File: config.mk
export PLATFORM = sky130hd
export DESIGN_NAME = hoop_catch_ctrl_flat
export DESIGN_NICKNAME = d
export VERILOG_FILES = /design/src/rtl/hoop_catch_ctrl_if.sv /design/src/rtl/hoop_catch_ctrl.sv /design/src/flat_wrapper.sv
export SDC_FILE = /design/constraint.sdc
export NUM_CORES = 1
export LEC_CHECK = 0
export ABC_AREA = 1
export BUFFER_PORTS_ARGS = -buffer_cell sky130_fd_sc_hd__buf_2
export CAP_MARGIN = 30
export CORE_ASPECT_RATIO = 0.7
export CORE_MARGIN = 3
export CORE_UTILIZATION = 43
export DETAILED_ROUTE_END_ITERATION = 10
export SYNTH_ARGS = -nofsm -noshare
export SYNTH_HDL_FRONTEND = slang
export SYNTH_SLANG_ARGS = --single-unit
File: constraint.sdc
create_clock -name clk -period 5.36 [get_ports clk]
set_clock_uncertainty 0.1 [all_clocks]
set_input_delay 1.072 -clock clk [delete_from_list [all_inputs] [get_ports clk]]
set_output_delay 1.072 -clock clk [all_outputs]
set_load 0.05 [all_outputs]
File: src/rtl/hoop_catch_ctrl_if.sv
// Handshake/bus bundle between the hoop mover side (master) and the catch controller (slave).
interface hoop_catch_ctrl_if;
  logic               startOfFrame;
  logic               pause;
  logic signed [10:0] hoopTopLeftY;
  logic               drawingRequestHoop;
  logic               drawingRequestPlayer;
  logic signed [10:0] spawnX;
  logic               towerHoopCollision;
  logic               hoopHidden;
  logic [7:0]         hoopsCollected;

  modport master (
    output startOfFrame, pause, hoopTopLeftY, drawingRequestHoop, drawingRequestPlayer,
    input  spawnX, towerHoopCollision, hoopHidden, hoopsCollected
  );

  modport slave (
    input  startOfFrame, pause, hoopTopLeftY, drawingRequestHoop, drawingRequestPlayer,
    output spawnX, towerHoopCollision, hoopHidden, hoopsCollected
  );
endinterface

File: src/rtl/hoop_catch_ctrl.sv
// Hoop catch controller: LFSR spawn position, catch pulse, hide-until-respawn, saturating score.
// All outputs registered; catch pulse one cycle after overlap, spawnX updates on the frame-strobe edge.
module hoop_catch_ctrl #(
  parameter int          SCREEN_H   = 480,
  parameter int          SPAWN_MIN  = 20,
  parameter int          SPAWN_SPAN = 400,
  parameter logic [15:0] LFSR_SEED  = 16'hACE1,
  parameter int          COUNT_MAX  = 255
) (
  input  logic              clk,
  input  logic              reset,
  hoop_catch_ctrl_if.slave  bus
);
  localparam logic signed [10:0] C_SCREEN_H  = SCREEN_H[10:0];
  localparam logic signed [10:0] C_SPAWN_MIN = SPAWN_MIN[10:0];
  localparam logic [9:0]         C_SPAN      = SPAWN_SPAN[9:0];
  localparam logic [7:0]         C_COUNT_MAX = COUNT_MAX[7:0];

  typedef enum logic {ACTIVE, CAUGHT} state_t;

  state_t             r_state;
  logic [15:0]        r_lfsr;
  logic signed [10:0] r_spawn_x;
  logic               r_coll;
  logic               r_hidden;
  logic               r_caught_frame;
  logic [7:0]         r_count;

  logic [15:0] w_lfsr_nxt;
  logic [9:0]  w_raw;
  logic [9:0]  w_off;
  logic        w_offscreen;
  logic        w_spawn_upd;
  logic        w_catch;

  assign w_lfsr_nxt  = {r_lfsr[14:0], r_lfsr[15] ^ r_lfsr[13] ^ r_lfsr[12] ^ r_lfsr[10]};
  assign w_raw       = {1'b0, w_lfsr_nxt[8:0]};
  assign w_off       = (w_raw >= C_SPAN) ? (w_raw - C_SPAN) : w_raw;
  // Signed compare so a hoop still above the screen (negative Y) is not taken as off-screen.
  assign w_offscreen = bus.hoopTopLeftY > C_SCREEN_H;
  assign w_spawn_upd = bus.startOfFrame && !bus.pause && !w_offscreen;
  assign w_catch     = bus.drawingRequestHoop && bus.drawingRequestPlayer &&
                       !bus.pause && !r_caught_frame;

  always_ff @(posedge clk or posedge reset) begin
    if (reset) begin
      r_lfsr    <= LFSR_SEED;
      r_spawn_x <= C_SPAWN_MIN;
    end else if (w_spawn_upd) begin
      r_lfsr    <= w_lfsr_nxt;
      r_spawn_x <= C_SPAWN_MIN + $signed({1'b0, w_off});
    end
  end

  always_ff @(posedge clk or posedge reset) begin
    if (reset) begin
      r_state        <= ACTIVE;
      r_coll         <= 1'b0;
      r_hidden       <= 1'b0;
      r_caught_frame <= 1'b0;
      r_count        <= 8'd0;
    end else begin
      r_coll <= 1'b0;
      if (bus.startOfFrame) begin
        r_caught_frame <= 1'b0;
      end
      case (r_state)
        ACTIVE: begin
          // A catch on the frame-strobe cycle wins over the per-frame clear above.
          if (w_catch) begin
            r_state        <= CAUGHT;
            r_coll         <= 1'b1;
            r_hidden       <= 1'b1;
            r_caught_frame <= 1'b1;
            if (r_count != C_COUNT_MAX) begin
              r_count <= r_count + 8'd1;
            end
          end
        end
        CAUGHT: begin
          if (bus.startOfFrame && w_offscreen) begin
            r_state  <= ACTIVE;
            r_hidden <= 1'b0;
          end
        end
        default: r_state <= ACTIVE;
      endcase
    end
  end

  assign bus.spawnX             = r_spawn_x;
  assign bus.towerHoopCollision = r_coll;
  assign bus.hoopHidden         = r_hidden;
  assign bus.hoopsCollected     = r_count;
endmodule

File: src/flat_wrapper.sv
// flat-port wrapper written by rule: the top's interface ports become plain ports
module hoop_catch_ctrl_flat 
#(
  parameter int          SCREEN_H   = 480,
  parameter int          SPAWN_MIN  = 20,
  parameter int          SPAWN_SPAN = 400,
  parameter logic [15:0] LFSR_SEED  = 16'hACE1,
  parameter int          COUNT_MAX  = 255
)
  (clk, reset, bus_startOfFrame, bus_pause, bus_hoopTopLeftY, bus_drawingRequestHoop, bus_drawingRequestPlayer, bus_spawnX, bus_towerHoopCollision, bus_hoopHidden, bus_hoopsCollected);
  hoop_catch_ctrl_if bus_i ();
  input  logic clk;
  input  logic reset;
  input wire logic [$bits(bus_i.startOfFrame)-1:0] bus_startOfFrame;
  input wire logic [$bits(bus_i.pause)-1:0] bus_pause;
  input wire logic [$bits(bus_i.hoopTopLeftY)-1:0] bus_hoopTopLeftY;
  input wire logic [$bits(bus_i.drawingRequestHoop)-1:0] bus_drawingRequestHoop;
  input wire logic [$bits(bus_i.drawingRequestPlayer)-1:0] bus_drawingRequestPlayer;
  output wire logic [$bits(bus_i.spawnX)-1:0] bus_spawnX;
  output wire logic [$bits(bus_i.towerHoopCollision)-1:0] bus_towerHoopCollision;
  output wire logic [$bits(bus_i.hoopHidden)-1:0] bus_hoopHidden;
  output wire logic [$bits(bus_i.hoopsCollected)-1:0] bus_hoopsCollected;
  assign bus_i.startOfFrame = bus_startOfFrame;
  assign bus_i.pause = bus_pause;
  assign bus_i.hoopTopLeftY = bus_hoopTopLeftY;
  assign bus_i.drawingRequestHoop = bus_drawingRequestHoop;
  assign bus_i.drawingRequestPlayer = bus_drawingRequestPlayer;
  assign bus_spawnX = bus_i.spawnX;
  assign bus_towerHoopCollision = bus_i.towerHoopCollision;
  assign bus_hoopHidden = bus_i.hoopHidden;
  assign bus_hoopsCollected = bus_i.hoopsCollected;
  hoop_catch_ctrl #(.SCREEN_H(SCREEN_H), .SPAWN_MIN(SPAWN_MIN), .SPAWN_SPAN(SPAWN_SPAN), .LFSR_SEED(LFSR_SEED), .COUNT_MAX(COUNT_MAX)) u_core (.clk(clk), .reset(reset), .bus(bus_i));
endmodule
### Word-level counts from Yosys, hierarchy flattened

Index checks and enable logic that the tools add are counted.

| word-level totals | value |
|---|---|
| bits in registers | 39 |
| input port bits | 17 |
| output and inout port bits | 21 |

| cells by class | value |
|---|---|
| add/subtract/negate cells | 3 |
| order comparisons | 2 |
| equal/unequal tests | 3 |
| mux-type cells | 11 |
| bitwise gates (word level) | 4 |
| reduce and logical (&&, ||, !) cells | 11 |

Operator list:

| operator | number |
|---|---|
| $add 5x10->11 const A | 1 |
| $gt 11x10->1 const B | 1 |
| $mux 10 | 1 |
| $sub 9x9->10 const B | 1 |
| $ge 9x9->1 const B | 1 |
| $add 8x1->8 const B | 1 |
| $mux 1 | 8 |
| $ne 8x8->1 const B | 1 |
| $logic_and 1x1->1 | 6 |
| $pmux 1 s2 | 2 |
| $logic_not 1->1 | 3 |
| $reduce_and 3->1 | 1 |
| $xor 1x1->1 | 3 |
| $ne 2x1->1 const B | 1 |
| $ne 2x2->1 const B | 1 |
| $reduce_and 2->1 | 1 |
| $not 1->1 | 1 |

### Depth between registers and ports, before layout

| depth | value |
|---|---|
| depth in word-level cells | 6 |
| gate-level depth with buffers | 15 |

### Worst setup path after synthesis

Ideal clock, no wire load.

| path | value |
|---|---|
| path kind | input port to flip-flop |
| start | in bus_hoopTopLeftY[3] |
| end | reg u_core.r_spawn_x[1], in the netlist u_core.bus.spawnX[1] |
| library setup time | 0.131 ns |
| arrival | 1.974 ns |
| required time | 5.129 ns |
| setup slack | 3.154 ns |
| stages | 8 |
| cell sequence | nor3_1 -> nand2_1 -> a31oi_1 -> or2_4 -> nand3_4 -> clkbuf_1 -> nand2_1 -> o21ai_0 |

| on the way | value |
|---|---|
| longest elaborated chain between the ends | 3 |

Ends and longest elaborated chain:

| item | RTL line | source |
|---|---|---|
| start: declaration | flat_wrapper.sv:16 | `input wire logic [$bits(bus_i.hoopTopLeftY)-1:0] bus_hoopTopLeftY;` |
| $gt 11x10->1 | hoop_catch_ctrl.sv:40 | `assign w_offscreen = bus.hoopTopLeftY > C_SCREEN_H;` |
| $logic_not 1->1 | hoop_catch_ctrl.sv:41 | `assign w_spawn_upd = bus.startOfFrame && !bus.pause && !w_offscreen;` |
| $logic_and 1x1->1 | hoop_catch_ctrl.sv:41 |  |
| end signal: assignment | hoop_catch_ctrl.sv:51 | `r_spawn_x <= C_SPAWN_MIN + $signed({1'b0, w_off});` |
| end: declaration | hoop_catch_ctrl.sv:23 | `logic signed [10:0] r_spawn_x;` |

No other way between the ends.
A chain may end at the register's enable or synchronous reset.

### Worst setup path in the final report

| path | value |
|---|---|
| start | in bus_hoopTopLeftY[3] |
| end | reg u_core.r_lfsr[0] |

| on the way | value |
|---|---|
| longest elaborated chain between the ends | 3 |

Ends and longest elaborated chain:

| item | RTL line | source |
|---|---|---|
| $gt 11x10->1 | hoop_catch_ctrl.sv:40 |  |
| $logic_not 1->1 | hoop_catch_ctrl.sv:41 |  |
| $logic_and 1x1->1 | hoop_catch_ctrl.sv:41 |  |
| end signal: assignment | hoop_catch_ctrl.sv:50 | `r_lfsr <= w_lfsr_nxt;` |
| end: declaration | hoop_catch_ctrl.sv:22 | `logic [15:0] r_lfsr;` |

No other way between the ends.

==> flow_summary_export.csv <==
group,metric,value,unit
global_routing,grt_max_degree,39,
timing,setup_viol,0,
synthesis,avgSynthCellArea,8.810,um2
die,dieArea,5362,um2
placed_design,dp_hpwl,2471,um
worst_setup_path,r2r.worst_path.cells,15,
clock_tree,ctsHoldBuffers,0,
clock_tree,cts.sinks,38,
power_and_ir_drop,ir_drop,0.0003017,V
power_and_ir_drop,p_per_area,492.8,nW/um2
die,rows,19,
clock_tree,post_cts_buffers,0,
drt,num_vias,1448,
placed_design,place_congestion,0.8797,
worst_setup_path,critPathMaxFanout,34,
clock_tree,cts_tree,"built",
die,die_w,86.24,um
worst_setup_path,reg2reg_to,"u_core.bus.spawnX[8]",
drt,drc,0,
layout,n_fill_cell,392,
timing,worst_slew_pin_slew,0.4739,ns
clock_tree,cts_resized,0,
synthesis,yosysSeqAreaShare,0.4971,
layout,area.growth.synth_to_final,17.56,%
die,core_area,4113,um2
clock_tree,cts-buffers-inserted,5,
timing,timing.final.crit_share,0.4626,
placed_design,port-buffer-count,37,
worst_setup_path,required,5.46,ns
synthesis,synthDistinctLibCells,31,
drt,antenna_left,0,
worst_setup_path,cp-startpoint,"bus_hoopTopLeftY[3]",
flow_run,drv_cap,0,
global_routing,grt_pass1_vias,1285,
drt,drt_iter0_drc,122,
clock_tree,clkTransAtPathRegs,0.07,ns
layout,layout.nets,282,
global_routing,antenna_found_initial,0,
layout,drive_gt1_frac,0.3142,
drt,wl_per_cell,11.27,um
outcome,status,"finished clean",
synthesis,netlist_area,1938,um2
timing,maxSlewHeadroom,0.6841,
timing,max_freq,403.3,MHz
worst_setup_path,r2r_start,"u_core.r_lfsr[4]",
global_routing,grt_usage,0.1405,
worst_setup_path,critPathKind,"in2reg",
synthesis,synthCells,220,
worst_hold_path,min_path_type,"reg2reg",
placed_design,dp_slack,2.567,ns
timing,setup_tns,0,ns
clock_tree,clkLatencyLatePin,0.29,ns
die,ios,38,
global_routing,grt_overflow,0,
clock_tree,cts_root_buffer,"clkbuf_8",
synthesis,ys_warn_count,0,
synthesis,syn-num-nets,242,
global_routing,grt_pass1_wl,6037,um
layout,diodes,0,
worst_setup_path,critPathArrivalTime,2.58,ns
drt,dr.pass1.iters,4,
drt,avgViaCountPerCell,4.626,
power_and_ir_drop,leakage,1.188,nW
layout,fin_util,0.5540,
worst_setup_path,rrSetupSlack,3.39,ns
timing,report.final.slew_viol_count,0,
die,start_util,0.4713,
timing,finalCriticalPeriod,2.480,ns
worst_setup_path,crit_path_end_kind,"register",
timing,hold_violations,0,
timing,worst_slack,2.880,ns
placed_design,dpl.cell_count,305,
synthesis,ys_ff_latch,38,
timing,whs,0.3704,ns
worst_setup_path,crit_end,"u_core.r_lfsr[0]",
global_routing,grt_use_met1,0.2185,
worst_setup_path,worstSetupStartpointType,"input pin",
clock_tree,clock_path_buffers,2,
global_routing,use_met3,0.04491,
global_routing,met2_usage,0.1827,
global_routing,grt_busiest_layer,"met1",
clock_tree,htreeDepth,2,
timing,rsz0062_at_grt,"no",
drt,wirelength,3528,um
die,chipHeight,62.17,um
layout,instances_no_fill,313,
-- routing by layer --
layer	share of wire	vias to the layer above
li1	-	772
met1	0.56	642
met2	0.37	30
met3	0.057	4
met4	0.0082	0
met5	0	-
-- layout by cell type (no fill, tap or decap), drive strengths merged --
cell type	instances
a21oi	1
a31oi	1
and2	1
and3	1
buf	38
clkbuf	8
dfrtp	28
dfstp	10
ha	5
inv	29
mux2	1
nand2	69
nand3	16
nand4	5
nor2	11
nor3	3
o21a	1
o21ai	20
or2	1
xnor2	4
xor2	8
-- synth_stat cells --
| library cell | n | area [um2] |
|---|---|---|
| a21oi_2 | 1 | 8.760 |
| a31oi_1 | 1 | 6.260 |
| and2_4 | 1 | 8.760 |
| and3_1 | 1 | 6.260 |
| buf_2 | 1 | 5.000 |
| buf_4 | 2 | 15.01 |
| clkbuf_1 | 2 | 7.510 |
| dfrtp_1 | 28 | 700.7 |
| dfstp_2 | 10 | 262.8 |
| ha_1 | 5 | 62.56 |
| inv_1 | 25 | 93.84 |
| inv_2 | 4 | 15.01 |
| mux2_2 | 1 | 11.26 |
| nand2_1 | 60 | 225.2 |
| nand2_2 | 6 | 37.54 |
| nand2_4 | 3 | 33.78 |
| nand3_1 | 13 | 65.06 |
| nand3_2 | 1 | 10.01 |
| nand3_4 | 2 | 35.03 |
| nand4_1 | 5 | 31.28 |
| nor2_1 | 7 | 26.28 |
| nor2_2 | 4 | 25.02 |
| nor3_1 | 2 | 10.01 |
| nor3_2 | 1 | 10.01 |
| o21a_1 | 1 | 7.510 |
| o21ai_0 | 17 | 85.08 |
| o21ai_1 | 2 | 10.01 |
| o21ai_2 | 1 | 8.760 |
| or2_4 | 1 | 8.760 |
| xnor2_1 | 4 | 35.03 |
| xor2_1 | 8 | 70.07 |
-- where the power goes --
group | switching (mW) | internal, mW
Sequential | 0.0587 | 0.381
Combinational | 0.325 | 0.129
Clock | 0.0990 | 0.130
Total | 0.483 | 0.640
-- state kept, by name (all words and copies together) (netlist names) --
| register | cells |
|---|---|
| u_core.r_state | 1 |
| u_core.bus.spawnX | 11 |
| u_core.bus.hoopsCollected | 8 |
| u_core.r_caught_frame | 1 |
| u_core.bus.hoopHidden | 1 |
| u_core.bus.towerHoopCollision | 1 |
| u_core.r_lfsr | 15 |
-- worst min path at each step --
stage | slack [ns] | start | cells past startpoint | endpoint
floorplan | 0.35 | u_core.r_lfsr[14] | 2 | u_core.r_lfsr[14]
global placement | 0.35 | u_core.bus.hoopHidden | 2 | u_core.bus.hoopHidden
detailed placement | 0.36 | u_core.bus.spawnX[4] | 2 | u_core.bus.spawnX[4]
CTS | 0.37 | u_core.bus.spawnX[2] | 2 | u_core.bus.spawnX[2]
global route | 0.39 | u_core.bus.spawnX[2] | 2 | u_core.bus.spawnX[2]
finish | 0.37 | u_core.bus.spawnX[4] | 2 | u_core.bus.spawnX[4]
-- critical path: stages --
cell and delay (ns):
buf_2 0.09, nor3_1 0.16, nand2_1 0.07, a31oi_1 0.13, or2_4 0.16, nand3_4 0.28
inv_2 0.35, nand2_1 0.14, o21ai_0 0.11
-- logic make-up after synthesis --
| family | synth area share |
|---|---|
| AOI/OAI and AO/OA | 0.06521 |
| xor gates and xnor gates | 0.05423 |
| adders and majority gates | 0.03228 |
| buffers and inverters | 0.07036 |
| DFF | 0.4971 |
| muxes | 0.005810 |
| and+or+nand+nor | 0.2750 |
-- area by class of cell --
type / count / area (um2) / share of cell area
Clock buffer: 8 / 110.1 / 0.04833
Inverter: 29 / 108.9 / 0.04778
Multi-Input combinational cell: 148 / 838.3 / 0.3679
Sequential cell: 38 / 963.4 / 0.4228
Tap cell: 52 / 65.06 / 0.02856
Timing Repair Buffer: 38 / 192.7 / 0.08457
-- per-stage QoR --
step | area, um2 | total power [mW]
floorplan | 1938 | 0.8054
global placement | 2168 | 0.9001
detailed placement | 2168 | 0.9003
CTS | 2278 | 1.133
global route | 2278 | 1.198
finish | 2278 | 1.123
(Power assumes the default switching activity.)
